--- src/rtl/wb_slave_mux_if.sv ---
// CPU-side and slave-side wishbone signals of the IO-space slave multiplexer.
// Handshake: a cycle is requested by m_cyc&m_stb and ends with exactly one m_ack or m_err pulse.
interface wb_slave_mux_if #(
    parameter int NSLAVES = 6,
    parameter int DW      = 32
);
    logic                  m_cyc;
    logic                  m_stb;
    logic                  m_we;
    logic [DW-1:0]         m_dat_o;
    logic                  m_ack;
    logic                  m_err;
    logic [NSLAVES-1:0]    s_en;
    logic [NSLAVES-1:0]    s_cyc;
    logic [NSLAVES-1:0]    s_stb;
    logic                  s_we;
    logic [NSLAVES*DW-1:0] s_dat_i;
    logic [NSLAVES-1:0]    s_ack;
    logic [NSLAVES-1:0]    s_err;

    modport slave (
        input  m_cyc, m_stb, m_we, s_en, s_dat_i, s_ack, s_err,
        output m_dat_o, m_ack, m_err, s_cyc, s_stb, s_we
    );

    modport master (
        output m_cyc, m_stb, m_we, s_en, s_dat_i, s_ack, s_err,
        input  m_dat_o, m_ack, m_err, s_cyc, s_stb, s_we
    );
endinterface

--- src/rtl/wb_slave_mux.sv ---
// Registered N-slave wishbone interconnect: routes one CPU cycle to the lowest enabled
// slave, auto-acks ack-less slaves, answers unmapped space and times out hung cycles.
module wb_slave_mux #(
    parameter int                  NSLAVES      = 6,
    parameter int                  DW           = 32,
    parameter logic [NSLAVES-1:0]  AUTO_ACK     = '0,
    parameter int                  TIMEOUT      = 63,
    parameter logic [DW-1:0]       DEFAULT_DATA = '1
) (
    input  logic                 clkcpu,
    input  logic                 rst_i,
    wb_slave_mux_if.slave        bus,
    output logic [7:0]           tmo_count,
    output logic [1:0]           dbg_state
);
    localparam int SELW = (NSLAVES > 1) ? $clog2(NSLAVES) : 1;
    localparam logic [1:0] ST_IDLE = 2'd0;
    localparam logic [1:0] ST_BUSY = 2'd1;
    localparam logic [1:0] ST_DFLT = 2'd2;
    localparam logic [1:0] ST_RESP = 2'd3;
    localparam logic [7:0] TMO_LAST = 8'(TIMEOUT - 1);

    logic [1:0]         state_q, state_d;
    logic [SELW-1:0]    sel_q, sel_d;
    logic               we_q, we_d;
    logic [7:0]         cnt_q, cnt_d;
    logic [7:0]         tmo_q, tmo_d;
    logic [DW-1:0]      dat_q, dat_d;
    logic               ack_q, ack_d;
    logic               err_q, err_d;
    logic [SELW-1:0]    lowest;
    logic [NSLAVES-1:0] sel_onehot;
    logic               sel_ack;
    logic               sel_err;

    // Descending scan so the lowest set s_en bit is the last assignment and wins.
    always_comb begin
        lowest = '0;
        for (int i = NSLAVES - 1; i >= 0; i--) begin
            if (bus.s_en[i]) lowest = SELW'(i);
        end
    end

    always_comb begin
        sel_onehot        = '0;
        sel_onehot[sel_q] = 1'b1;
    end

    // Ack-less slaves are acked on their second BUSY cycle (counter already at 1).
    assign sel_ack = AUTO_ACK[sel_q] ? (cnt_q == 8'd1) : bus.s_ack[sel_q];
    assign sel_err = bus.s_err[sel_q];

    always_comb begin
        state_d = state_q;
        sel_d   = sel_q;
        we_d    = we_q;
        cnt_d   = cnt_q;
        tmo_d   = tmo_q;
        dat_d   = dat_q;
        ack_d   = 1'b0;
        err_d   = 1'b0;
        case (state_q)
            ST_IDLE: begin
                if (bus.m_cyc && bus.m_stb) begin
                    we_d    = bus.m_we;
                    sel_d   = lowest;
                    cnt_d   = '0;
                    state_d = (|bus.s_en) ? ST_BUSY : ST_DFLT;
                end
            end
            ST_BUSY: begin
                if (!bus.m_cyc) begin
                    state_d = ST_IDLE;
                end else if (sel_err) begin
                    err_d   = 1'b1;
                    state_d = ST_RESP;
                end else if (sel_ack) begin
                    ack_d   = 1'b1;
                    if (!we_q) dat_d = bus.s_dat_i[sel_q*DW +: DW];
                    state_d = ST_RESP;
                end else if (cnt_q == TMO_LAST) begin
                    err_d   = 1'b1;
                    if (tmo_q != 8'hFF) tmo_d = tmo_q + 8'd1;
                    state_d = ST_RESP;
                end else begin
                    cnt_d = cnt_q + 8'd1;
                end
            end
            ST_DFLT: begin
                ack_d   = 1'b1;
                if (!we_q) dat_d = DEFAULT_DATA;
                state_d = ST_RESP;
            end
            default: state_d = ST_IDLE;
        endcase
    end

    always_ff @(posedge clkcpu) begin
        if (rst_i) begin
            state_q <= ST_IDLE;
            sel_q   <= '0;
            we_q    <= 1'b0;
            cnt_q   <= '0;
            tmo_q   <= '0;
            dat_q   <= '0;
            ack_q   <= 1'b0;
            err_q   <= 1'b0;
        end else begin
            state_q <= state_d;
            sel_q   <= sel_d;
            we_q    <= we_d;
            cnt_q   <= cnt_d;
            tmo_q   <= tmo_d;
            dat_q   <= dat_d;
            ack_q   <= ack_d;
            err_q   <= err_d;
        end
    end

    assign bus.s_cyc   = (state_q == ST_BUSY) ? sel_onehot : '0;
    assign bus.s_stb   = (state_q == ST_BUSY) ? sel_onehot : '0;
    assign bus.s_we    = we_q;
    assign bus.m_dat_o = dat_q;
    assign bus.m_ack   = ack_q;
    assign bus.m_err   = err_q;
    assign tmo_count   = tmo_q;
    assign dbg_state   = state_q;
endmodule

--- src/flat_wrapper.sv ---
// flat-port wrapper written by rule: the top's interface ports become plain ports
module wb_slave_mux_flat 
#(
    parameter int                  NSLAVES      = 6,
    parameter int                  DW           = 32,
    parameter logic [NSLAVES-1:0]  AUTO_ACK     = '0,
    parameter int                  TIMEOUT      = 63,
    parameter logic [DW-1:0]       DEFAULT_DATA = '1
)
  (clkcpu, rst_i, tmo_count, dbg_state, bus_m_cyc, bus_m_stb, bus_m_we, bus_s_en, bus_s_dat_i, bus_s_ack, bus_s_err, bus_m_dat_o, bus_m_ack, bus_m_err, bus_s_cyc, bus_s_stb, bus_s_we);
  wb_slave_mux_if #(.NSLAVES(NSLAVES), .DW(DW)) bus_i ();
  input  logic clkcpu;
  input  logic rst_i;
  output logic [7:0] tmo_count;
  output logic [1:0] dbg_state;
  input wire logic [$bits(bus_i.m_cyc)-1:0] bus_m_cyc;
  input wire logic [$bits(bus_i.m_stb)-1:0] bus_m_stb;
  input wire logic [$bits(bus_i.m_we)-1:0] bus_m_we;
  input wire logic [$bits(bus_i.s_en)-1:0] bus_s_en;
  input wire logic [$bits(bus_i.s_dat_i)-1:0] bus_s_dat_i;
  input wire logic [$bits(bus_i.s_ack)-1:0] bus_s_ack;
  input wire logic [$bits(bus_i.s_err)-1:0] bus_s_err;
  output wire logic [$bits(bus_i.m_dat_o)-1:0] bus_m_dat_o;
  output wire logic [$bits(bus_i.m_ack)-1:0] bus_m_ack;
  output wire logic [$bits(bus_i.m_err)-1:0] bus_m_err;
  output wire logic [$bits(bus_i.s_cyc)-1:0] bus_s_cyc;
  output wire logic [$bits(bus_i.s_stb)-1:0] bus_s_stb;
  output wire logic [$bits(bus_i.s_we)-1:0] bus_s_we;
  assign bus_i.m_cyc = bus_m_cyc;
  assign bus_i.m_stb = bus_m_stb;
  assign bus_i.m_we = bus_m_we;
  assign bus_i.s_en = bus_s_en;
  assign bus_i.s_dat_i = bus_s_dat_i;
  assign bus_i.s_ack = bus_s_ack;
  assign bus_i.s_err = bus_s_err;
  assign bus_m_dat_o = bus_i.m_dat_o;
  assign bus_m_ack = bus_i.m_ack;
  assign bus_m_err = bus_i.m_err;
  assign bus_s_cyc = bus_i.s_cyc;
  assign bus_s_stb = bus_i.s_stb;
  assign bus_s_we = bus_i.s_we;
  wb_slave_mux #(.NSLAVES(NSLAVES), .DW(DW), .AUTO_ACK(AUTO_ACK), .TIMEOUT(TIMEOUT), .DEFAULT_DATA(DEFAULT_DATA)) u_core (.clkcpu(clkcpu), .rst_i(rst_i), .bus(bus_i), .tmo_count(tmo_count), .dbg_state(dbg_state));
endmodule
--- config.mk ---
export PLATFORM = sky130hd
export DESIGN_NAME = wb_slave_mux_flat
export DESIGN_NICKNAME = d
export VERILOG_FILES = /design/src/rtl/wb_slave_mux_if.sv /design/src/rtl/wb_slave_mux.sv /design/src/flat_wrapper.sv
export SDC_FILE = /design/constraint.sdc
export NUM_CORES = 1
export LEC_CHECK = 0
export CAP_MARGIN = 20
export CORE_MARGIN = 2
export CORE_UTILIZATION = 41
export DETAILED_ROUTE_END_ITERATION = 10
export PLACE_DENSITY_LB_ADDON = 0.15
export SETUP_SLACK_MARGIN = 0.1
export SLEW_MARGIN = 20
export SYNTH_ARGS = -nofsm -noshare
export SYNTH_HDL_FRONTEND = slang
export SYNTH_SLANG_ARGS = --single-unit
--- constraint.sdc ---
create_clock -name clkcpu -period 3.5 [get_ports clkcpu]
set_input_delay 0.7 -clock clkcpu [delete_from_list [all_inputs] [get_ports clkcpu]]
set_output_delay 0.7 -clock clkcpu [all_outputs]
set_load 0.05 [all_outputs]
# Word-level counts from Yosys, hierarchy flattened
# Memories as Yosys holds them, arrays and structs flattened. A register that Yosys moved wholly into a read port is not among the register bits.
# Index checks and enable logic that the tools add are counted.
[op_classes] n_addsub=2 n_lt_le_gt_ge=2 n_eq_ne=14 shifts=1 n_mux=43 n_bitwise=4 n_reduce_logical=12
[op_table] cell="$shiftx A192 B9 Y32" count=1
[op_table] cell="$mux W32" count=5
[op_table] cell="$pmux W32 S2" count=1
[op_table] cell="$mux W8" count=5
[op_table] cell="$mux W3" count=8
[op_table] cell="$reduce_and A6 Y1" count=3
[op_table] cell="$add A8 B1 Y8 const B" count=2
[op_table] cell="$pmux W8 S2" count=1
[op_table] cell="$mux W2" count=6
[op_table] cell="$ne A2 B2 Y1 const B" count=6
[op_table] cell="$mux W1" count=11
[op_table] cell="$eq A8 B1 Y1 const B" count=1
[op_table] cell="$eq A8 B6 Y1 const B" count=1
[op_table] cell="$ne A8 B8 Y1 const B" count=1
[op_table] cell="$bmux W1 S3" count=2
[op_table] cell="$mux W6" count=1
[op_table] cell="$pmux W2 S3" count=1
[op_table] cell="$reduce_or A6 Y1" count=1
[op_table] cell="$ne A5 B2 Y1 const B" count=1
[op_table] cell="$lt A3 B4 Y1 const B" count=1
[op_table] cell="$ne A2 B1 Y1 const B" count=2
[op_table] cell="$not A1 Y1" count=4
[op_table] cell="$reduce_and A2 Y1" count=2
[op_table] cell="$reduce_bool A2 Y1" count=2
[op_table] cell="other kinds (8)" count=9
[word_totals] reg_bits=56 rom_bits=8 output_inout_bits=57 memories=1
[mem_list] memory="(no name shown)" depth=8 word_bits=1 read_ports=1 rd_clocked_by_memory_dff=1 write_ports=0 line_no="wb_slave_mux.sv:50" rtl="assign sel_ack = AUTO_ACK[sel_q] ? (cnt_q == 8'd1) : bus.s_ack[sel_q];"

# Depth between registers and ports, before layout
[logic_depth] ltp_word=8 mapped_depth=8 mapped_depth_nobuf=7

# Worst setup path before layout
# OpenSTA, ideal clock, no wires.
[synth_path] path_kind="register to output" startpoint="register u_core.state_q[0], in the netlist u_core.dbg_state[0]" endpoint="output port bus_s_stb[5]" arrival_time_ps=2818 slack_ps=-18 stages_incl_launch_ff=6 n_path_buf=2 path_cell_list="dfxtp_1 > ha_1 > clkbuf_1 > nand2b_1 > nor3_1 > buf_4"
[synth_via] elab_chain_cells=2
[synth_rtl] element="start: declaration" line_no="wb_slave_mux.sv:23" rtl="logic [1:0] state_q, state_d;"
[synth_rtl] element="start signal: assignment" line_no="wb_slave_mux.sv:109" rtl="state_q <= state_d;"
[synth_rtl] element="$eq A2 B1 Y1"
[synth_rtl] element="$mux W6"
[synth_rtl] element="end: declaration" line_no="flat_wrapper.sv:27" rtl="output wire logic [$bits(bus_i.s_stb)-1:0] bus_s_stb;"
# No other way between the ends.

# Worst setup path in the final report
[layout_path] startpoint="register u_core.state_q[1], in the netlist u_core.dbg_state[1]" endpoint="output port bus_s_stb[5]"
[layout_via] elab_chain_cells=2
[layout_rtl] element="$eq A2 B1 Y1" line_no="wb_slave_mux.sv:121" rtl="assign bus.s_stb = (state_q == ST_BUSY) ? sel_onehot : '0;"
[layout_rtl] element="$mux W6" line_no="wb_slave_mux.sv:121"
# No other way between the ends.

==> out/results.txt <==
Status: finished clean
Cell taking the most area after synthesis: dfxtp_1
Fin nets: 1015
Clock slew at reported path FFs: 110 ps
VDD IR max: 440 uV
Post-Layout Inst Area: 7190 sq um
Yosys warns: 0
DP HPWL: 13600 microns
Leakage power: 2.56 nW
Hold WS: 461 ps
Via count: 5293
Worst hold path startpoint: u_core.bus.m_dat_o[30]$_SDFFE_PP0P_
Critical Path RT: 2800 ps
CTS Buf Count: 5
Root buffer cell: clkbuf_8
Arrival @ worst endpoint: 2490 ps
Die area: 11400 sq um
P_sw: 1.82 mW
Total wire length: 17400 microns
Synth top area share: 25.8%
Core box area: 10300 sq um
Rel. slew slack: 50.5%
Post-synth EDFFs: 0
Routed wire per std cell: 18.7 microns
Clk sinks: 56
Share of cells above drive strength 1: 13.1%
Max-cap violations: 0
Cells after Synth: 560
Main combinational cell family by area after synthesis: compound AO/OA/AOI/OAI gates
FFs w/ async S/R, synth: 0%
Most frequent cell after synthesis: nand2_1
Count of final hold-check violations: 0
Power Internal: 1.95 mW
CTS max path bufs: 2
Final period util: 91.1%
Mapped cell area: 4340 sq um
Pre-CTS setup slack: 327 ps
Worst reg2reg setup slack: 590 ps
Dpl cell area: 7080 sq um
Main flop type after synthesis: dfxtp_1
Worst Setup Start Kind: register
Sw frac: 48.3%
Post-Synth Simple-Gate Area: 19.3%
Sequential group share of total power: 25.5%
ANT cells: 0
Clock skew: 4.84 ps
Worst min-delay path class: reg -> reg
R2R Path Start: u_core.sel_q[1]$_SDFFE_PP0P_
Power per cell area: 525 nW/um^2
CP Class: reg -> out
Mux share of post-synthesis cell area: 19.5%
Die height: 107 microns
FMAX: 0.314 GHz
H-tree depth: 2
Hold path endpoint: u_core.bus.m_dat_o[30]$_SDFFE_PP0P_
Area contributors post-synth: dfxtp_1 (26%), mux2_2 (19%), nand2_1 (6.7%)
Final worst slack: 312 ps
Final Critical Period: 3190 ps
DRC Markers: 0
First-pass GRT wire length: 26500 microns
Global route overflow: 0
Die X: 107 microns
R2R Path End: u_core.tmo_count[6]$_SDFFE_PP0P_
TritonCTS clock tree: built
RSZ-0062 raised after global routing: false
P&R area growth vs syn: 65.6%
Post-CTS setup buffers: 0
Hold-fix buffers at CTS: 0
CP Capture Type: primary output
Clock power frac: 11.4%
Slew Viols, Final: 0
Post-synthesis adder-cell area fraction: 2.02%
Via density: 5.69
Routability cong.: 0.868
Post-CTS sizing: 0
GRT Util Overall: 29.2%
Pre-antenna DRT Iters: 5
Hold path depth: 2
Logic gate share of total power: 63.1%
Routed Antenna Nets: 0
Reg2Reg Depth: 6
# IOs: 272
Initial antenna violation count: 0
Largest net degree at the start of global routing: 65
Synth Area per Inst: 7.76 sq um
Worst-path maximum fanout: 12
Setup violators final: 0
Worst Tran Pin Value: 736 ps
Port Buffers: 271
Top post-synthesis cells by count: nand2_1 (77), mux2_2 (73), dfxtp_1 (56), a31oi_1 (45), nor3_1 (42)
FP Rows: 37
Post-Synth XOR/XNOR Area: 0%
Synthesized Nets: 782
Initial Util: 42.1%
Post-synthesis register bit count: 56
1st-iter DRT viols: 297
Fill count: 847
Compound-gate portion of the synthesized area: 24.1%
Vias in the first global route: 5321
Sequential share of the synthesized area: 25.8%
Worst-Skew Late Latency: 320 ps
Cell variety after synth: 45
## power groups by stage
| stage | sequential [mW] | combinational (mW) | clock, mW |
|---|---|---|---|
| after floorplan | 1.62 | 0.815 | 0 |
| after global placement | 0.959 | 2.35 | 0 |
| after detailed placement | 0.971 | 2.37 | 0 |
| after CTS | 0.961 | 2.38 | 0.438 |
| after global routing | 0.980 | 2.51 | 0.463 |
| final | 0.961 | 2.38 | 0.432 |
## flip-flops by register name, summed over array words and instances, names as in the netlist
signal / cells
u_core.sel_q: 3
u_core.bus.m_ack: 1
u_core.tmo_count: 8
u_core.cnt_q: 8
u_core.dbg_state: 2
u_core.bus.m_dat_o: 32
u_core.bus.m_err: 1
u_core.bus.s_we: 1
## cell usage in the layout (no fill, tap or decap), types with 7 or more instances in the layout
cell type / instances
a31oi_1: 45
ha_1: 7
a221oi_1: 32
a211oi_1: 34
dfxtp_1: 54
inv_1: 40
nand2_1: 77
clkdlybuf4s50_1: 270
nor3_1: 41
a21oi_1: 13
nor2_1: 19
buf_4: 11
mux2_2: 73
## worst max-delay path: stages (launching register included)
cell	delay, ps
dfxtp_1	360
inv_1	120
ha_1	420
nand2b_1	180
nor3_1	230
clkdlybuf4s50_1	860
## layout make-up
class | instances | area [sq um] | share of cell area, %
Clock buffer | 7 | 108 | 1.50
Clock inverter | 1 | 8.76 | 0.122
Inverter | 41 | 154 | 2.14
Multi-Input combinational cell | 407 | 2840 | 39.4
Sequential cell | 56 | 1130 | 15.7
Tap cell | 136 | 170 | 2.37
Timing Repair Buffer | 282 | 2790 | 38.8
## worst max path at each step
stage | from | end | slack [ps]
final | u_core.dbg_state[1]$_SDFFE_PP0P_ | bus_s_stb[5] | 310
after global routing | u_core.dbg_state[1]$_SDFFE_PP0P_ | bus_s_cyc[4] | 140
after CTS | u_core.dbg_state[1]$_SDFFE_PP0P_ | bus_s_stb[5] | 320
after detailed placement | bus_s_err[1] | u_core.tmo_count[6]$_SDFFE_PP0P_ | 330
after global placement | bus_s_err[1] | u_core.tmo_count[5]$_SDFFE_PP0P_ | 350
after floorplan | u_core.dbg_state[0]$_SDFFE_PP0P_ | bus_s_stb[5] | -20
## through the flow
step	utilization (%)	instances	power, mW	setup TNS, ps
after floorplan	-	560	2.43	-52.7
after global placement	68.6	922	3.31	0
after detailed placement	68.6	922	3.34	0
after CTS	69.7	930	3.78	0
after global routing	69.7	930	3.95	0
final	69.7	930	3.78	0
## cells by family after synthesis
| kind of cell | count (synthesis) |
|---|---|
| buffers and inverters | 97 |
| and+or+nand+nor | 179 |
| AOI/OAI and AO/OA | 146 |
| muxes | 75 |
| adders and majority gates | 7 |
| DFF | 56 |
## metal layers
layer | track usage (%) | vias up | part of all wire, %
met4 | 10.1 | 0 | 3.2
met3 | 7.96 | 32 | 8.7
met2 | 51.1 | 239 | 50
met5 | 0 | - | 0
met1 | 34.4 | 2478 | 38
li1 | - | 2544 | -
Power figures use the tool's default switching activity.
